### config.mk
export PLATFORM = sky130hd
export DESIGN_NAME = mar_mem_ctrl
export DESIGN_NICKNAME = d
export VERILOG_FILES = /design/src/rtl/mar_mem_pkg.sv /design/src/rtl/mar_src_mux.sv /design/src/rtl/mar_mem_ctrl.sv
export SDC_FILE = /design/constraint.sdc
export NUM_CORES = 1
export LEC_CHECK = 0
export BUFFER_PORTS_ARGS = -buffer_cell sky130_fd_sc_hd__clkbuf_2
export CAP_MARGIN = 20
export CORE_AREA = 5 5 65 67
export CTS_BUF_LIST = sky130_fd_sc_hd__clkbuf_8
export DETAILED_ROUTE_END_ITERATION = 8
export DIE_AREA = 0 0 70 72
export PLACE_DENSITY = 0.87
export SYNTH_ARGS = -nofsm -noshare
export SYNTH_HDL_FRONTEND = slang
export SYNTH_HIERARCHICAL = 1
export SYNTH_SLANG_ARGS = --single-unit
### constraint.sdc
create_clock -name clk -period 4.55 [get_ports clk]
set_clock_uncertainty 0.15 [all_clocks]
set_input_delay 0.6825 -clock clk [delete_from_list [all_inputs] [get_ports clk]]
set_output_delay 0.6825 -clock clk [all_outputs]
set_load 0.01 [all_outputs]
### src/rtl/mar_mem_pkg.sv
// Shared constants for the MAR / memory-handshake block.
//   MAR_SEL_* : encodings of the 2-bit mar_sel control-store field
//   state_e   : handshake FSM states
package mar_mem_pkg;

  localparam logic [1:0] MAR_SEL_IR    = 2'd0;
  localparam logic [1:0] MAR_SEL_ADDER = 2'd1;
  localparam logic [1:0] MAR_SEL_INC   = 2'd2;
  localparam logic [1:0] MAR_SEL_HOLD  = 2'd3;

  typedef enum logic {
    ST_IDLE = 1'b0,
    ST_BUSY = 1'b1
  } state_e;

endpackage

### src/rtl/mar_src_mux.sv
// Next-MAR source select (purely combinational).
//   mar_sel  in  2       source select (IR vector, adder, increment, hold)
//   ir_vec   in  VEC_W   low instruction bits used as a vector number
//   adder    in  ADDR_W  address adder result
//   mar      in  ADDR_W  current MAR
//   size_q   in  1       size of the last started access (1 = word)
//   mar_nxt  out ADDR_W  candidate MAR value
module mar_src_mux
  import mar_mem_pkg::*;
#(
  parameter int ADDR_W    = 16,
  parameter int VEC_W     = 8,
  parameter int VEC_SHIFT = 1
) (
  input  logic [1:0]        mar_sel,
  input  logic [VEC_W-1:0]  ir_vec,
  input  logic [ADDR_W-1:0] adder,
  input  logic [ADDR_W-1:0] mar,
  input  logic              size_q,
  output logic [ADDR_W-1:0] mar_nxt
);

  logic [ADDR_W-1:0] vec_addr;
  logic [ADDR_W-1:0] inc_addr;

  // Zero-extend first, then shift, so bits pushed past ADDR_W are dropped.
  assign vec_addr = ADDR_W'(ir_vec) << VEC_SHIFT;

  // Step by the size of the previous access; wraps naturally at 2^ADDR_W.
  assign inc_addr = mar + (size_q ? ADDR_W'(2) : ADDR_W'(1));

  always_comb begin
    case (mar_sel)
      MAR_SEL_IR:    mar_nxt = vec_addr;
      MAR_SEL_ADDER: mar_nxt = adder;
      MAR_SEL_INC:   mar_nxt = inc_addr;
      default:       mar_nxt = mar;
    endcase
  end

endmodule

### src/rtl/mar_mem_ctrl.sv
// MAR register plus one-access-per-start memory handshake with alignment
// check and ready timeout.
//   clk, rst_n        clock / asynchronous active-low reset
//   ld_mar, mar_sel   load MAR from selected source (honoured in IDLE only)
//   ir_in, adder      MAR sources
//   mio_en            start an access at the current MAR
//   r_w, data_size    write / word flags, captured at start
//   mem_ready         memory completion
//   mar               MAR contents, also the memory address
//   mem_en, mem_we    memory strobe and write enable while BUSY
//   busy              FSM is in BUSY
//   done, unaligned, timed_out  registered one-cycle result pulses
module mar_mem_ctrl
  import mar_mem_pkg::*;
#(
  parameter int ADDR_W    = 16,
  parameter int VEC_W     = 8,
  parameter int VEC_SHIFT = 1,
  parameter int TIMEOUT   = 15
) (
  input  logic              clk,
  input  logic              rst_n,
  input  logic              ld_mar,
  input  logic [1:0]        mar_sel,
  input  logic [15:0]       ir_in,
  input  logic [ADDR_W-1:0] adder,
  input  logic              mio_en,
  input  logic              r_w,
  input  logic              data_size,
  input  logic              mem_ready,
  output logic [ADDR_W-1:0] mar,
  output logic              mem_en,
  output logic              mem_we,
  output logic              busy,
  output logic              done,
  output logic              unaligned,
  output logic              timed_out
);

  localparam int CNT_W = $clog2(TIMEOUT + 1);

  state_e            state_q, state_d;
  logic [CNT_W-1:0]  cnt_q, cnt_d;
  logic [ADDR_W-1:0] mar_q, mar_d, mar_nxt;
  logic              we_q, we_d;
  logic              size_q, size_d;
  logic              done_q, done_d;
  logic              unal_q, unal_d;
  logic              tout_q, tout_d;

  generate
    if (VEC_W < 16) begin : g_ir_spare
      logic unused_ir_hi;
      assign unused_ir_hi = ^ir_in[15:VEC_W];
    end
  endgenerate

  mar_src_mux #(
    .ADDR_W    (ADDR_W),
    .VEC_W     (VEC_W),
    .VEC_SHIFT (VEC_SHIFT)
  ) u_src_mux (
    .mar_sel (mar_sel),
    .ir_vec  (ir_in[VEC_W-1:0]),
    .adder   (adder),
    .mar     (mar_q),
    .size_q  (size_q),
    .mar_nxt (mar_nxt)
  );

  always_comb begin
    // NOTE: every signal gets a hold/default value up front so no path through
    // the case leaves it unassigned, which would otherwise infer a latch.
    state_d = state_q;
    cnt_d   = cnt_q;
    mar_d   = mar_q;
    we_d    = we_q;
    size_d  = size_q;
    done_d  = 1'b0;
    unal_d  = 1'b0;
    tout_d  = 1'b0;

    case (state_q)
      ST_IDLE: begin
        // A load in the same cycle as a start wins; the start is dropped.
        if (ld_mar) begin
          mar_d = mar_nxt;
        end else if (mio_en) begin
          if (data_size && mar_q[0]) begin
            unal_d = 1'b1;
          end else begin
            state_d = ST_BUSY;
            we_d    = r_w;
            size_d  = data_size;
            cnt_d   = '0;
          end
        end
      end
      ST_BUSY: begin
        cnt_d = cnt_q + CNT_W'(1);
        // Ready is checked first so it beats a timeout on the final count.
        if (mem_ready) begin
          state_d = ST_IDLE;
          done_d  = 1'b1;
        end else if (cnt_q == CNT_W'(TIMEOUT - 1)) begin
          state_d = ST_IDLE;
          tout_d  = 1'b1;
        end
      end
      default: state_d = ST_IDLE;
    endcase
  end

  // NOTE: state registers use non-blocking assignments so every flop samples
  // the pre-edge values regardless of statement order.
  always_ff @(posedge clk or negedge rst_n) begin
    if (!rst_n) begin
      state_q <= ST_IDLE;
      cnt_q   <= '0;
      mar_q   <= '0;
      we_q    <= 1'b0;
      size_q  <= 1'b1;
      done_q  <= 1'b0;
      unal_q  <= 1'b0;
      tout_q  <= 1'b0;
    end else begin
      state_q <= state_d;
      cnt_q   <= cnt_d;
      mar_q   <= mar_d;
      we_q    <= we_d;
      size_q  <= size_d;
      done_q  <= done_d;
      unal_q  <= unal_d;
      tout_q  <= tout_d;
    end
  end

  assign busy      = (state_q == ST_BUSY);
  assign mem_en    = busy;
  assign mem_we    = busy & we_q;
  assign mar       = mar_q;
  assign done      = done_q;
  assign unaligned = unal_q;
  assign timed_out = tout_q;

endmodule
**Word level (Yosys, flattened, before mapping)**

Cells that the tools add are included.

- Logic and storage cells: 47
- Output and inout bits: 22
- Input port bits: 41
- Flip-flop bits (word level): 26

- Reduce and logical (&&, ||, !) cells: 6
- Mux-type cells: 21
- Equality and inequality tests: 6
- Bitwise logic cells: 4
- Add/subtract/negate cells: 2

Operators with widths:

| kind | number |
|---|---|
| $pmux W16 S3 | 1 |
| $add A16 B16 Y16 | 1 |
| $mux W1 | 14 |
| $mux W4 | 3 |
| $pmux W4 S2 | 1 |
| $ne A2 B2 Y1 const B | 3 |
| $reduce_and A3 Y1 | 2 |
| $add A4 B1 Y4 const B | 1 |
| $eq A4 B4 Y1 const B | 1 |
| $reduce_and A4 Y1 | 1 |
| $not A1 Y1 | 3 |
| $reduce_bool A3 Y1 | 1 |
| $eq A2 B1 Y1 const B | 1 |
| $eq A2 B2 Y1 const B | 1 |
| $logic_not A2 Y1 | 1 |
| $mux W2 | 1 |
| $pmux W1 S2 | 1 |
| $and A1 B1 Y1 | 1 |
| $logic_and A1 B1 Y1 | 1 |

**Depth between registers and ports, before layout**

Gate-level depths: netlist (run 1).

- Depth in word-level cells: 5
- Mapped depth: 9
- Depth with buffers taken out: 9

**Cells and area by module**

The synthesis (run 1) kept the hierarchy.

Modules (own cells, without submodules):

| module | instances | cells an instance | area each (um^2) |
|---|---|---|---|
| mar_mem_ctrl | 1 | 76 | 1063.5 |
| mar_src_mux | 1 | 127 | 913.4 |

**Worst setup path before layout (run 1)**

OpenSTA, ideal clock, no wires.

- Path type: register -> register
- Start: register mar_q[0], in the netlist mar[0]
- End: register mar_q[12], in the netlist mar[12]
- Buffers on the path: 0
- Setup time: 0.125 ns
- Stages on the path, launching flop included: 9
- Path slack: 2.018 ns
- Data arrival time: 2.257 ns
- Cell sequence: dfrtp_1 ha_1 inv_1 fa_1 nand4b_2 nor4_2 mux2i_1 o21ai_2 mux2_2

- Cells in the longest elaborated chain, start to end: 2

Ends and longest elaborated chain:

| element | line | text |
|---|---|---|
| from (decl) | mar_mem_ctrl.sv:44 | `logic [ADDR_W-1:0] mar_q, mar_d, mar_nxt;` |
| from (signal assigned) | mar_mem_ctrl.sv:129 | `mar_q <= mar_d;` |
| $add A16 B16 Y16 | mar_src_mux.sv:30 | `assign inc_addr = mar + (size_q ? ADDR_W'(2) : ADDR_W'(1));` |
| $pmux W16 S3 | mar_src_mux.sv:33 | `case (mar_sel)` |
| net mar_nxt[12] | mar_mem_ctrl.sv:44 |  |

The timed path passes the listed nets, and every way through them passes these cells.
A chain may end at the register's enable or synchronous reset.

**Worst setup path after layout (run 1)**

Ends and elaborated chain as after synthesis.

==> report_table.html, run 1 <==
<table>
<tr><th>Metric</th><th>Value</th></tr>
<tr><th colspan="2">Drt</th></tr>
<tr><td>Vias per std cell</td><td>roughly 5.6</td></tr>
<tr><td># DRC</td><td>0</td></tr>
<tr><td>Wirelength per Cell</td><td>roughly 14 um</td></tr>
<tr><td>Antenna viol nets, final</td><td>0</td></tr>
<tr><td>Total Routed Length</td><td>between 4000 and 5000 um</td></tr>
<tr><td>Vias post-DR</td><td>roughly 1700</td></tr>
<tr><td>First-pass DRT Iterations</td><td>4</td></tr>
<tr><td>Initial DRC Count</td><td>119</td></tr>
<tr><th colspan="2">Worst setup path</th></tr>
<tr><td>Worst path slowest cell</td><td>sky130_fd_sc_hd__dfrtp_1</td></tr>
<tr><td>CP Capture Type</td><td>flop</td></tr>
<tr><td>R2R Setup Slk</td><td>around 1.8 ns</td></tr>
<tr><td>CP max stage delay</td><td>~0.50 ns</td></tr>
<tr><td>Startpoint of the worst-slack reg-to-reg timing path</td><td>mar[0]$_DFFE_PN0P_</td></tr>
<tr><td>Critical setup path kind</td><td>flop to flop</td></tr>
<tr><td>Data required time of the critical path</td><td>between 4 and 5 ns</td></tr>
<tr><td>Crit path max fanout</td><td>7</td></tr>
<tr><td>Arrival time reported for the critical path endpoint</td><td>roughly 2.7 ns</td></tr>
<tr><td>Critical R2R Capture</td><td>mar[12]$_DFFE_PN0P_</td></tr>
<tr><td>Startpoint type of the worst setup path</td><td>flop</td></tr>
<tr><td>Register-to-Register Path Depth</td><td>8</td></tr>
<tr><td>Series of cell instances along the critical path</td><td>ha_1 &gt; inv_1 &gt; fa_1 &gt; nand4b_2 &gt; nor4_2 &gt; mux2i_1 &gt; o21ai_2 &gt; mux2_2</td></tr>
<tr><th colspan="2">Clock tree</th></tr>
<tr><td>Number of clock sinks seen by CTS</td><td>26</td></tr>
<tr><td>CTS clk-pin slew, worst paths</td><td>roughly 0.090 ns</td></tr>
<tr><td>Clock insertion delay at the later pin of the skew report</td><td>0.26 ns</td></tr>
<tr><td>Maximum level of the CTS H-tree</td><td>1</td></tr>
<tr><td>Root Buffer Master</td><td>sky130_fd_sc_hd__clkbuf_8</td></tr>
<tr><td>Maximum clock path buffer count</td><td>2</td></tr>
<tr><td>TritonCTS clock tree</td><td>done</td></tr>
<tr><td># resized after CTS</td><td>0</td></tr>
<tr><td>Number of buffers added for setup after CTS</td><td>0</td></tr>
<tr><td>Total of hold buffers inserted after clock tree synthesis</td><td>0</td></tr>
<tr><td>Number of buffers added by the clock tree synthesis step</td><td>3</td></tr>
<tr><th colspan="2">Synth</th></tr>
<tr><td>Leading post-synthesis cells by cell area</td><td>sky130_fd_sc_hd__dfrtp_1, sky130_fd_sc_hd__mux2_2, sky130_fd_sc_hd__mux2i_1</td></tr>
<tr><td>Synth Cell Area</td><td>about 0.002 mm2</td></tr>
<tr><td>Proportion of synthesized flip-flops having asynchronous set or reset</td><td>100.0%</td></tr>
<tr><td>Number of distinct library cells after synthesis</td><td>between 50 and 60</td></tr>
<tr><td>Post-Synthesis Net Count</td><td>approximately 250</td></tr>
<tr><td>Share of Yosys cell area claimed by the top area cell type</td><td>31.65%</td></tr>
<tr><td>Warnings, synthesis</td><td>6</td></tr>
<tr><td>Post-synthesis instance total</td><td>approximately 200</td></tr>
<tr><td>Mapped Avg Cell Area</td><td>9.738 um2</td></tr>
<tr><td>Register bit count reported by yosys</td><td>26</td></tr>
<tr><td>Most used flip-flop cell after synthesis</td><td>sky130_fd_sc_hd__dfrtp_1</td></tr>
<tr><td>Seq/Total Area, Yosys</td><td>between 30% and 40%</td></tr>
<tr><td>Number of flops mapped to enable cells by yosys</td><td>0</td></tr>
<tr><td>Cell type contributing the most total cell area after synthesis</td><td>sky130_fd_sc_hd__dfrtp_1</td></tr>
<tr><th colspan="2">Floorplan</th></tr>
<tr><td>Top Ports</td><td>63</td></tr>
<tr><td>Die X</td><td>roughly 70 um</td></tr>
<tr><td>Area of the die</td><td>about 0.0050 mm2</td></tr>
<tr><td>Number of standard-cell rows in the floorplan</td><td>22</td></tr>
<tr><td>Overall die height</td><td>just over 70 um</td></tr>
<tr><td>Core footprint</td><td>approximately 0.0036 mm2</td></tr>
<tr><td>Initial Utilization</td><td>about 55%</td></tr>
<tr><th colspan="2">Finish</th></tr>
<tr><td>Share of the core filled with cells</td><td>around 63%</td></tr>
<tr><td>Area delta synth-&gt;final</td><td>14.87%</td></tr>
<tr><td>Layout fillers</td><td>about 310</td></tr>
<tr><td>Most common cell after layout, fill and taps aside</td><td>sky130_fd_sc_hd__clkbuf_2</td></tr>
<tr><td>Nets@finish</td><td>296</td></tr>
<tr><td>Fraction of layout cells with a size suffix above 1</td><td>40.16%</td></tr>
<tr><td>ANT cells</td><td>0</td></tr>
<tr><td>Commonest non-fill, non-tap cells in the layout</td><td>sky130_fd_sc_hd__clkbuf_2, sky130_fd_sc_hd__dfrtp_1, sky130_fd_sc_hd__mux2_2</td></tr>
<tr><th colspan="2">Timing</th></tr>
<tr><td>Count of final max-slew check failures</td><td>0</td></tr>
<tr><td>Setup violators final</td><td>0</td></tr>
<tr><td>Worst Hold Slack</td><td>~0.28 ns</td></tr>
<tr><td>Fin. Hold Viols</td><td>0</td></tr>
<tr><td>Final Critical Period</td><td>2.738 ns</td></tr>
<tr><td>Tcrit/Tclk final</td><td>roughly 60%</td></tr>
<tr><td>Setup TNS</td><td>0 ns</td></tr>
<tr><td>Rel. slew slack</td><td>approximately 52%</td></tr>
<tr><td>Tightest Pin Transition</td><td>0.7190 ns</td></tr>
<tr><td>Setup repair after global routing missed its margin</td><td>false</td></tr>
<tr><td>Upper clock frequency limit</td><td>~370 MHz</td></tr>
<tr><td>Setup slack after layout</td><td>1.812 ns</td></tr>
<tr><th colspan="2">Global routing</th></tr>
<tr><td>Overflow left after global routing</td><td>0</td></tr>
<tr><td>Largest net degree at the start of global routing</td><td>35</td></tr>
<tr><td>Number of antenna violations at the first check in global routing</td><td>0</td></tr>
<tr><td>Global-route wire length before repair</td><td>slightly above 7000 um</td></tr>
<tr><td>Total routing resource utilization after global routing</td><td>between 15 and 20%</td></tr>
<tr><td>Via count of the first global-routing pass</td><td>between 1500 and 2000</td></tr>
<tr><th colspan="2">Hold path</th></tr>
<tr><td>Worst hold path type</td><td>input port to asynchronous set/reset pin</td></tr>
<tr><th colspan="2">Power</th></tr>
<tr><td>Sum of internal, switching and leakage power</td><td>between 1 and 1.5 mW</td></tr>
<tr><td>Leakage power</td><td>~1.1 nW</td></tr>
<tr><td>Worst-case vdd ir drop</td><td>0.2008 mV</td></tr>
<tr><td>Power density over the cells</td><td>around 520 mW/mm2</td></tr>
<tr><th colspan="2">Placement</th></tr>
<tr><td>Placed wire-length estimate</td><td>around 3000 um</td></tr>
<tr><td>Final Wtd Congestion</td><td>0.8752</td></tr>
<tr><td>Worst-case setup slack after placement</td><td>approximately 1.9 ns</td></tr>
<tr><td>Number of buffers inserted by port buffering</td><td>54</td></tr>
<tr><th colspan="2">Run</th></tr>
<tr><td>Max Cap Viol</td><td>0</td></tr>
<tr><th colspan="2">Run status</th></tr>
<tr><td>Outcome</td><td>finished clean</td></tr>
</table>
==> layer usage <==
metal,GRT usage (%),up-vias,wire length [um]
met4,4.255,0,38
met1,21.06,796,1849
met2,30.22,47,2168
met5,0,-,0
met3,3.186,4,245
li1,-,827,-
==> worst max-delay path, delay by kind of cell, from the launching register on <==
| family | cells | cell delay, ns |
|---|---|---|
| adder cells (fa/ha/maj) | 2 | 0.68 |
| buffers and inverters | 1 | 0.06 |
| flip-flops | 1 | 0.50 |
| multiplexers | 2 | 0.53 |
| AND/OR/NAND/NOR | 2 | 0.65 |
| AO/OA/AOI/OAI | 1 | 0.06 |
==> how the worst max path moves through the flow <==
stage | start | end | slack [ns] | depth (start not counted)
4_1_cts | mar[0]$_DFFE_PN0P_ | mar[12]$_DFFE_PN0P_ | 1.84 | 8
6_report | mar[0]$_DFFE_PN0P_ | mar[12]$_DFFE_PN0P_ | 1.81 | 8
3_5_place_dp | mar[0]$_DFFE_PN0P_ | mar[12]$_DFFE_PN0P_ | 1.86 | 8
5_1_grt | mar[0]$_DFFE_PN0P_ | mar[12]$_DFFE_PN0P_ | 1.65 | 8
3_3_place_gp | mar[0]$_DFFE_PN0P_ | mar[14]$_DFFE_PN0P_ | 1.91 | 8
2_1_floorplan | mar[0]$_DFFE_PN0P_ | mar[12]$_DFFE_PN0P_ | 2.02 | 8
==> power by group <==
part	leakage, nW	switching (mW)	internal [mW]
combinational	0.718	0.258	0.267
sequential	0.323	0.175	0.324
clock	0.0288	0.0714	0.0772
==> metrics by stage <==
stage | instances | instance area [um2]
finish | 297 | 2271
global route | 297 | 2271
CTS | 297 | 2271
detailed placement | 293 | 2216
global placement | 293 | 2216
floorplan | 203 | 1977
==> cells in the mapped netlist, types with 2 or more instances <==
cell type	number
sky130_fd_sc_hd__o21ai_0	7
sky130_fd_sc_hd__nor2_1	22
sky130_fd_sc_hd__buf_2	6
sky130_fd_sc_hd__nand3_1	5
sky130_fd_sc_hd__mux2i_1	12
sky130_fd_sc_hd__and4_1	3
sky130_fd_sc_hd__inv_1	10
sky130_fd_sc_hd__nand4_1	3
sky130_fd_sc_hd__nor3_1	2
sky130_fd_sc_hd__mux2_2	23
sky130_fd_sc_hd__clkbuf_8	3
sky130_fd_sc_hd__a211oi_1	3
sky130_fd_sc_hd__nor4_2	2
sky130_fd_sc_hd__dfrtp_1	25
sky130_fd_sc_hd__ha_1	4
sky130_fd_sc_hd__o22a_1	2
sky130_fd_sc_hd__nand2_1	16
sky130_fd_sc_hd__o21ai_2	2
sky130_fd_sc_hd__nor2b_1	3
sky130_fd_sc_hd__a21oi_1	13
sky130_fd_sc_hd__and2_1	2
==> logic make-up after synthesis <==
logic type | Yosys count | share of synthesized area, %
compound gates | 38 | 13.10
xor+xnor | 2 | 0.8862
fa+ha+maj | 5 | 3.544
buf+inv | 24 | 7.088
flops | 26 | 32.97
mux | 37 | 21.08
simple gates | 71 | 21.33
==> state kept, by name, summed over array words and instances, names as in the netlist <==
name,cells
timed_out,1
busy,1
mar,16
size_q,1
we_q,1
unaligned,1
cnt_q,4
done,1
==> cell type report <==
| class | instances | area, um2 | share of cell area [%] |
|---|---|---|---|
| Multi-Input combinational cell | 153 | 1185 | 52.18 |
| Sequential cell | 26 | 651.9 | 28.71 |
| Timing Repair Buffer | 55 | 277.8 | 12.23 |
| Tap cell | 48 | 60.06 | 2.645 |
| Clock buffer | 4 | 55.05 | 2.424 |
| Inverter | 11 | 41.29 | 1.818 |
Note: power is estimated with default switching activity, not from simulation.
==> run 2: changes to the inputs <==
CORE_AREA = 5 5 68 70   (was 5 5 65 67)
DIE_AREA = 0 0 73 75   (was 0 0 70 72)
PLACE_DENSITY = 0.8   (was 0.87)
clock period = 2.68 ns   (was 4.55 ns; I/O delays follow)
==> run 2 against run 1 <==
  * The run now ends with negative hold slack left
  * Register-to-register slack worse by 1.7 ns
  * Total power up 80%
  * Clock-buffer cell count down 1
  * Largest power group unchanged
==> report_table.html, run 2 (synthesis gave the netlist of run 1 again) <==
<table>
<tr><th>Metric</th><th>Value</th></tr>
<tr><th colspan="2">Global routing</th></tr>
<tr><td>Global-route wire length before repair</td><td>7638 um (was 7086 um)</td></tr>
<tr><td>Overflow left after global routing</td><td>0 (unchanged)</td></tr>
<tr><td>Largest net degree at the start of global routing</td><td>35 (unchanged)</td></tr>
<tr><td>Total routing resource utilization after global routing</td><td>17.55% (was 16.89%)</td></tr>
<tr><td>Number of antenna violations at the first check in global routing</td><td>0 (unchanged)</td></tr>
<tr><td>Via count of the first global-routing pass</td><td>1614 (was 1518)</td></tr>
<tr><th colspan="2">Worst setup path</th></tr>
<tr><td>CP max stage delay</td><td>0.39 ns (was 0.50 ns)</td></tr>
<tr><td>Startpoint type of the worst setup path</td><td>flop (unchanged)</td></tr>
<tr><td>Register-to-Register Path Depth</td><td>9 (was 8)</td></tr>
<tr><td>Arrival time reported for the critical path endpoint</td><td>2.53 ns (was 2.74 ns)</td></tr>
<tr><td>Series of cell instances along the critical path</td><td>inv_1 &gt; ha_1 &gt; inv_1 &gt; fa_2 &gt; nand4b_4 &gt; nor4_4 &gt; mux2i_1 &gt; o21ai_2 &gt; mux2_2 (was ha_1 &gt; inv_1 &gt; fa_1 &gt; nand4b_2 &gt; nor4_2 &gt; mux2i_1 &gt; o21ai_2 &gt; mux2_2)</td></tr>
<tr><td>Critical setup path kind</td><td>flop to flop (unchanged)</td></tr>
<tr><td>Startpoint of the worst-slack reg-to-reg timing path</td><td>size_q$_DFFE_PN1P_ (was mar[0]$_DFFE_PN0P_)</td></tr>
<tr><td>Crit path launch</td><td>size_q$_DFFE_PN1P_ (was mar[0]$_DFFE_PN0P_)</td></tr>
<tr><td>CP Capture Type</td><td>flop (unchanged)</td></tr>
<tr><td>Most common cell type on the critical path</td><td>sky130_fd_sc_hd__inv_1</td></tr>
<tr><td>Data required time of the critical path</td><td>2.69 ns (was 4.55 ns)</td></tr>
<tr><td>Worst path slowest cell</td><td>sky130_fd_sc_hd__dfstp_2 (was sky130_fd_sc_hd__dfrtp_1)</td></tr>
<tr><td>R2R Setup Slk</td><td>0.16 ns (was 1.81 ns)</td></tr>
<tr><td>Timing endpoint of the critical path</td><td>mar[14]$_DFFE_PN0P_ (was mar[12]$_DFFE_PN0P_)</td></tr>
<tr><td>Crit path max fanout</td><td>4 (was 7)</td></tr>
<tr><td>Critical R2R Capture</td><td>mar[14]$_DFFE_PN0P_ (was mar[12]$_DFFE_PN0P_)</td></tr>
<tr><th colspan="2">Finish</th></tr>
<tr><td>Most common cell after layout, fill and taps aside</td><td>sky130_fd_sc_hd__clkbuf_2 (unchanged)</td></tr>
<tr><td>Commonest non-fill, non-tap cells in the layout</td><td>sky130_fd_sc_hd__clkbuf_2, sky130_fd_sc_hd__dfrtp_1, sky130_fd_sc_hd__mux2_2 (unchanged)</td></tr>
<tr><td>Max FFs per register</td><td>16 (unchanged)</td></tr>
<tr><td>Area delta synth-&gt;final</td><td>17.97% (was 14.87%)</td></tr>
<tr><td>ANT cells</td><td>0 (unchanged)</td></tr>
<tr><td>Post-route standard cell area excluding fillers</td><td>0.002332 mm2 (was 0.002271 mm2)</td></tr>
<tr><td>Nets@finish</td><td>299 (was 296)</td></tr>
<tr><td>Fraction of layout cells with a size suffix above 1</td><td>41.27% (was 40.16%)</td></tr>
<tr><th colspan="2">Clock tree</th></tr>
<tr><td>Total of hold buffers inserted after clock tree synthesis</td><td>0 (unchanged)</td></tr>
<tr><td>Number of clock sinks seen by CTS</td><td>26 (unchanged)</td></tr>
<tr><td>Maximum clock path buffer count</td><td>2 (unchanged)</td></tr>
<tr><td>Number of buffers added by the clock tree synthesis step</td><td>3 (unchanged)</td></tr>
<tr><td>Maximum level of the CTS H-tree</td><td>1 (unchanged)</td></tr>
<tr><td>Clock insertion delay at the later pin of the skew report</td><td>0.27 ns (was 0.26 ns)</td></tr>
<tr><td>TritonCTS clock tree</td><td>done (unchanged)</td></tr>
<tr><td>CTS clk-pin slew, worst paths</td><td>0.10 ns (was 0.09 ns)</td></tr>
<tr><td>Root Buffer Master</td><td>sky130_fd_sc_hd__clkbuf_8 (unchanged)</td></tr>
<tr><th colspan="2">Timing</th></tr>
<tr><td>Tcrit/Tclk final</td><td>93.99% (was 60.19%)</td></tr>
<tr><td>Fin. Hold Viols</td><td>3 (was 0)</td></tr>
<tr><td>Setup TNS</td><td>0 ns (unchanged)</td></tr>
<tr><td>Final Critical Period</td><td>2.519 ns (was 2.738 ns)</td></tr>
<tr><td>Upper clock frequency limit</td><td>397.0 MHz (was 365.2 MHz)</td></tr>
<tr><td>Rel. slew slack</td><td>55.09% (was 52.06%)</td></tr>
<tr><td>Setup repair after global routing missed its margin</td><td>false (unchanged)</td></tr>
<tr><td>Count of final max-slew check failures</td><td>0 (unchanged)</td></tr>
<tr><td>Worst Hold Slack</td><td>-0.0004320 ns (was 0.2774 ns)</td></tr>
<tr><td>Setup violators final</td><td>0 (unchanged)</td></tr>
<tr><td>Tightest Pin Transition</td><td>0.6736 ns (was 0.7190 ns)</td></tr>
<tr><th colspan="2">Power</th></tr>
<tr><td>Switching share of power</td><td>41.80% (was 42.97%)</td></tr>
<tr><td>Total internal power</td><td>1.227 mW (was 0.6691 mW)</td></tr>
<tr><td>Leakage power</td><td>1.106 nW (was 1.069 nW)</td></tr>
<tr><td>Net load switching power</td><td>0.8811 mW (was 0.5042 mW)</td></tr>
<tr><td>Worst-case vdd ir drop</td><td>0.3933 mV (was 0.2008 mV)</td></tr>
<tr><td>Part of the power in registers</td><td>39.8% (was 42.5%)</td></tr>
<tr><td>Power density over the cells</td><td>903.7 mW/mm2 (was 516.7 mW/mm2)</td></tr>
<tr><td>Relative contribution of combinational cells to total power</td><td>44.7% (was 44.8%)</td></tr>
<tr><td>Clk network pwr share</td><td>15.5% (was 12.7%)</td></tr>
<tr><th colspan="2">Run status</th></tr>
<tr><td>Violated checks</td><td>negative hold slack</td></tr>
<tr><td>Outcome</td><td>finished, violations left (was finished clean)</td></tr>
<tr><th colspan="2">Hold path</th></tr>
<tr><td>Worst hold path type</td><td>input port to asynchronous set/reset pin (unchanged)</td></tr>
<tr><th colspan="2">Drt</th></tr>
<tr><td>Total Routed Length</td><td>4670 um (was 4301 um)</td></tr>
<tr><td>Vias per std cell</td><td>5.738 (was 5.636)</td></tr>
<tr><td>Wirelength per Cell</td><td>15.46 um (was 14.48 um)</td></tr>
<tr><td>Vias post-DR</td><td>1733 (was 1674)</td></tr>
<tr><td>Antenna viol nets, final</td><td>0 (unchanged)</td></tr>
<tr><td>First-pass DRT Iterations</td><td>4 (unchanged)</td></tr>
<tr><td>Initial DRC Count</td><td>174 (was 119)</td></tr>
<tr><td># DRC</td><td>0 (unchanged)</td></tr>
<tr><th colspan="2">Floorplan</th></tr>
<tr><td>Area of the die</td><td>0.005475 mm2 (was 0.005040 mm2)</td></tr>
<tr><td>Overall die height</td><td>75 um (was 72 um)</td></tr>
<tr><td>Die X</td><td>73 um (was 70 um)</td></tr>
<tr><td>Top Ports</td><td>63 (unchanged)</td></tr>
<tr><td>Core footprint</td><td>0.003914 mm2 (was 0.003578 mm2)</td></tr>
<tr><td>Number of standard-cell rows in the floorplan</td><td>23 (was 22)</td></tr>
<tr><td>Initial Utilization</td><td>50.51% (was 55.24%)</td></tr>
<tr><th colspan="2">Placement</th></tr>
<tr><td>Placed Instance Area</td><td>0.002241 mm2 (was 0.002216 mm2)</td></tr>
<tr><td>Final Wtd Congestion</td><td>0.7710 (was 0.8752)</td></tr>
<tr><td>Number of buffers inserted by port buffering</td><td>54 (unchanged)</td></tr>
<tr><td>Placed wire-length estimate</td><td>3393 um (was 3041 um)</td></tr>
<tr><th colspan="2">Run</th></tr>
<tr><td>Max Cap Viol</td><td>0 (unchanged)</td></tr>
</table>
## run 2: cell types whose count changed in the layout (fill, tap and decap cells not counted), sizes merged
cell    previous run  this run
bufinv             0         1
buf                1         4
clkbuf            58        57
## run 2: worst min-delay path by stage
stage	end	start	depth (start not counted)	slack, ns
floorplan	busy$_DFF_PN0_	rst_n	0	-0.04
global placement	mar[14]$_DFFE_PN0P_	rst_n	1	0.31
detailed placement	mar[15]$_DFFE_PN0P_	rst_n	1	0.31
CTS	mar[2]$_DFFE_PN0P_	rst_n	1	0.02
global route	mar[6]$_DFFE_PN0P_	rst_n	1	0.06
finish	mar[2]$_DFFE_PN0P_	rst_n	1	-0.0004
## run 2: final cells by class
| type | instances | area, um2 |
|---|---|---|
| fillers | 368 | 1582 |
| repair buffers | 58 | 300.3 |
| clock buffers | 3 | 41.29 |
| inverters | 11 | 41.29 |
| clock inverters | 1 | 30.03 |
| multi-input cells | 153 | 1205 |
| flip-flops and latches | 26 | 651.9 |
| well taps | 50 | 62.56 |
## run 2: through the flow
| step | power, mW | util, % | cells | setup slack [ns] |
|---|---|---|---|---|
| finish | 2.108 | 59.59 | 302 | 0.1610 |
| global route | 2.280 | 59.59 | 302 | 0.03002 |
| CTS | 2.095 | 59.08 | 302 | 0.01869 |
| detailed placement | 1.760 | 57.26 | 298 | 0.03656 |
| global placement | 1.713 | 57.26 | 298 | 0.1278 |
| floorplan | 1.433 | - | 203 | 0.1481 |
## run 2: power groups by stage
| stage | Sequential, mW | Clock (mW) | Combinational (mW) |
|---|---|---|---|
| floorplan | 0.835 | 0 | 0.598 |
| global placement | 0.824 | 0 | 0.889 |
| detailed placement | 0.834 | 0 | 0.926 |
| CTS | 0.829 | 0.337 | 0.930 |
| global route | 0.881 | 0.347 | 1.05 |
| finish | 0.839 | 0.327 | 0.942 |
## run 2: what timing repair did
| action | 4_1_cts | 5_1_grt |
|---|---|---|
| setup endpoints to repair | 0 | 2 |
| resized for setup | 0 | 3 |
| buffers inserted | 0 | 0 |
## run 2: metal layers
| layer | routed length, um | vias to the layer above | global-route usage (%) |
|---|---|---|---|
| met2 | 2384 | 53 | 29.39 |
| met4 | 23 | 0 | 3.689 |
| li1 | - | 827 | - |
| met3 | 311 | 2 | 3.204 |
| met5 | 0 | - | 0 |
| met1 | 1951 | 851 | 23.79 |
## run 2: critical path, delay by kind of cell (launching register included)
family / cells / cell delay (ns)
buffers and inverters: 2 / 0.18
muxes: 2 / 0.50
adders and majority gates: 2 / 0.57
DFF: 1 / 0.39
and+or+nand+nor: 2 / 0.54
AOI/OAI and AO/OA: 1 / 0.06
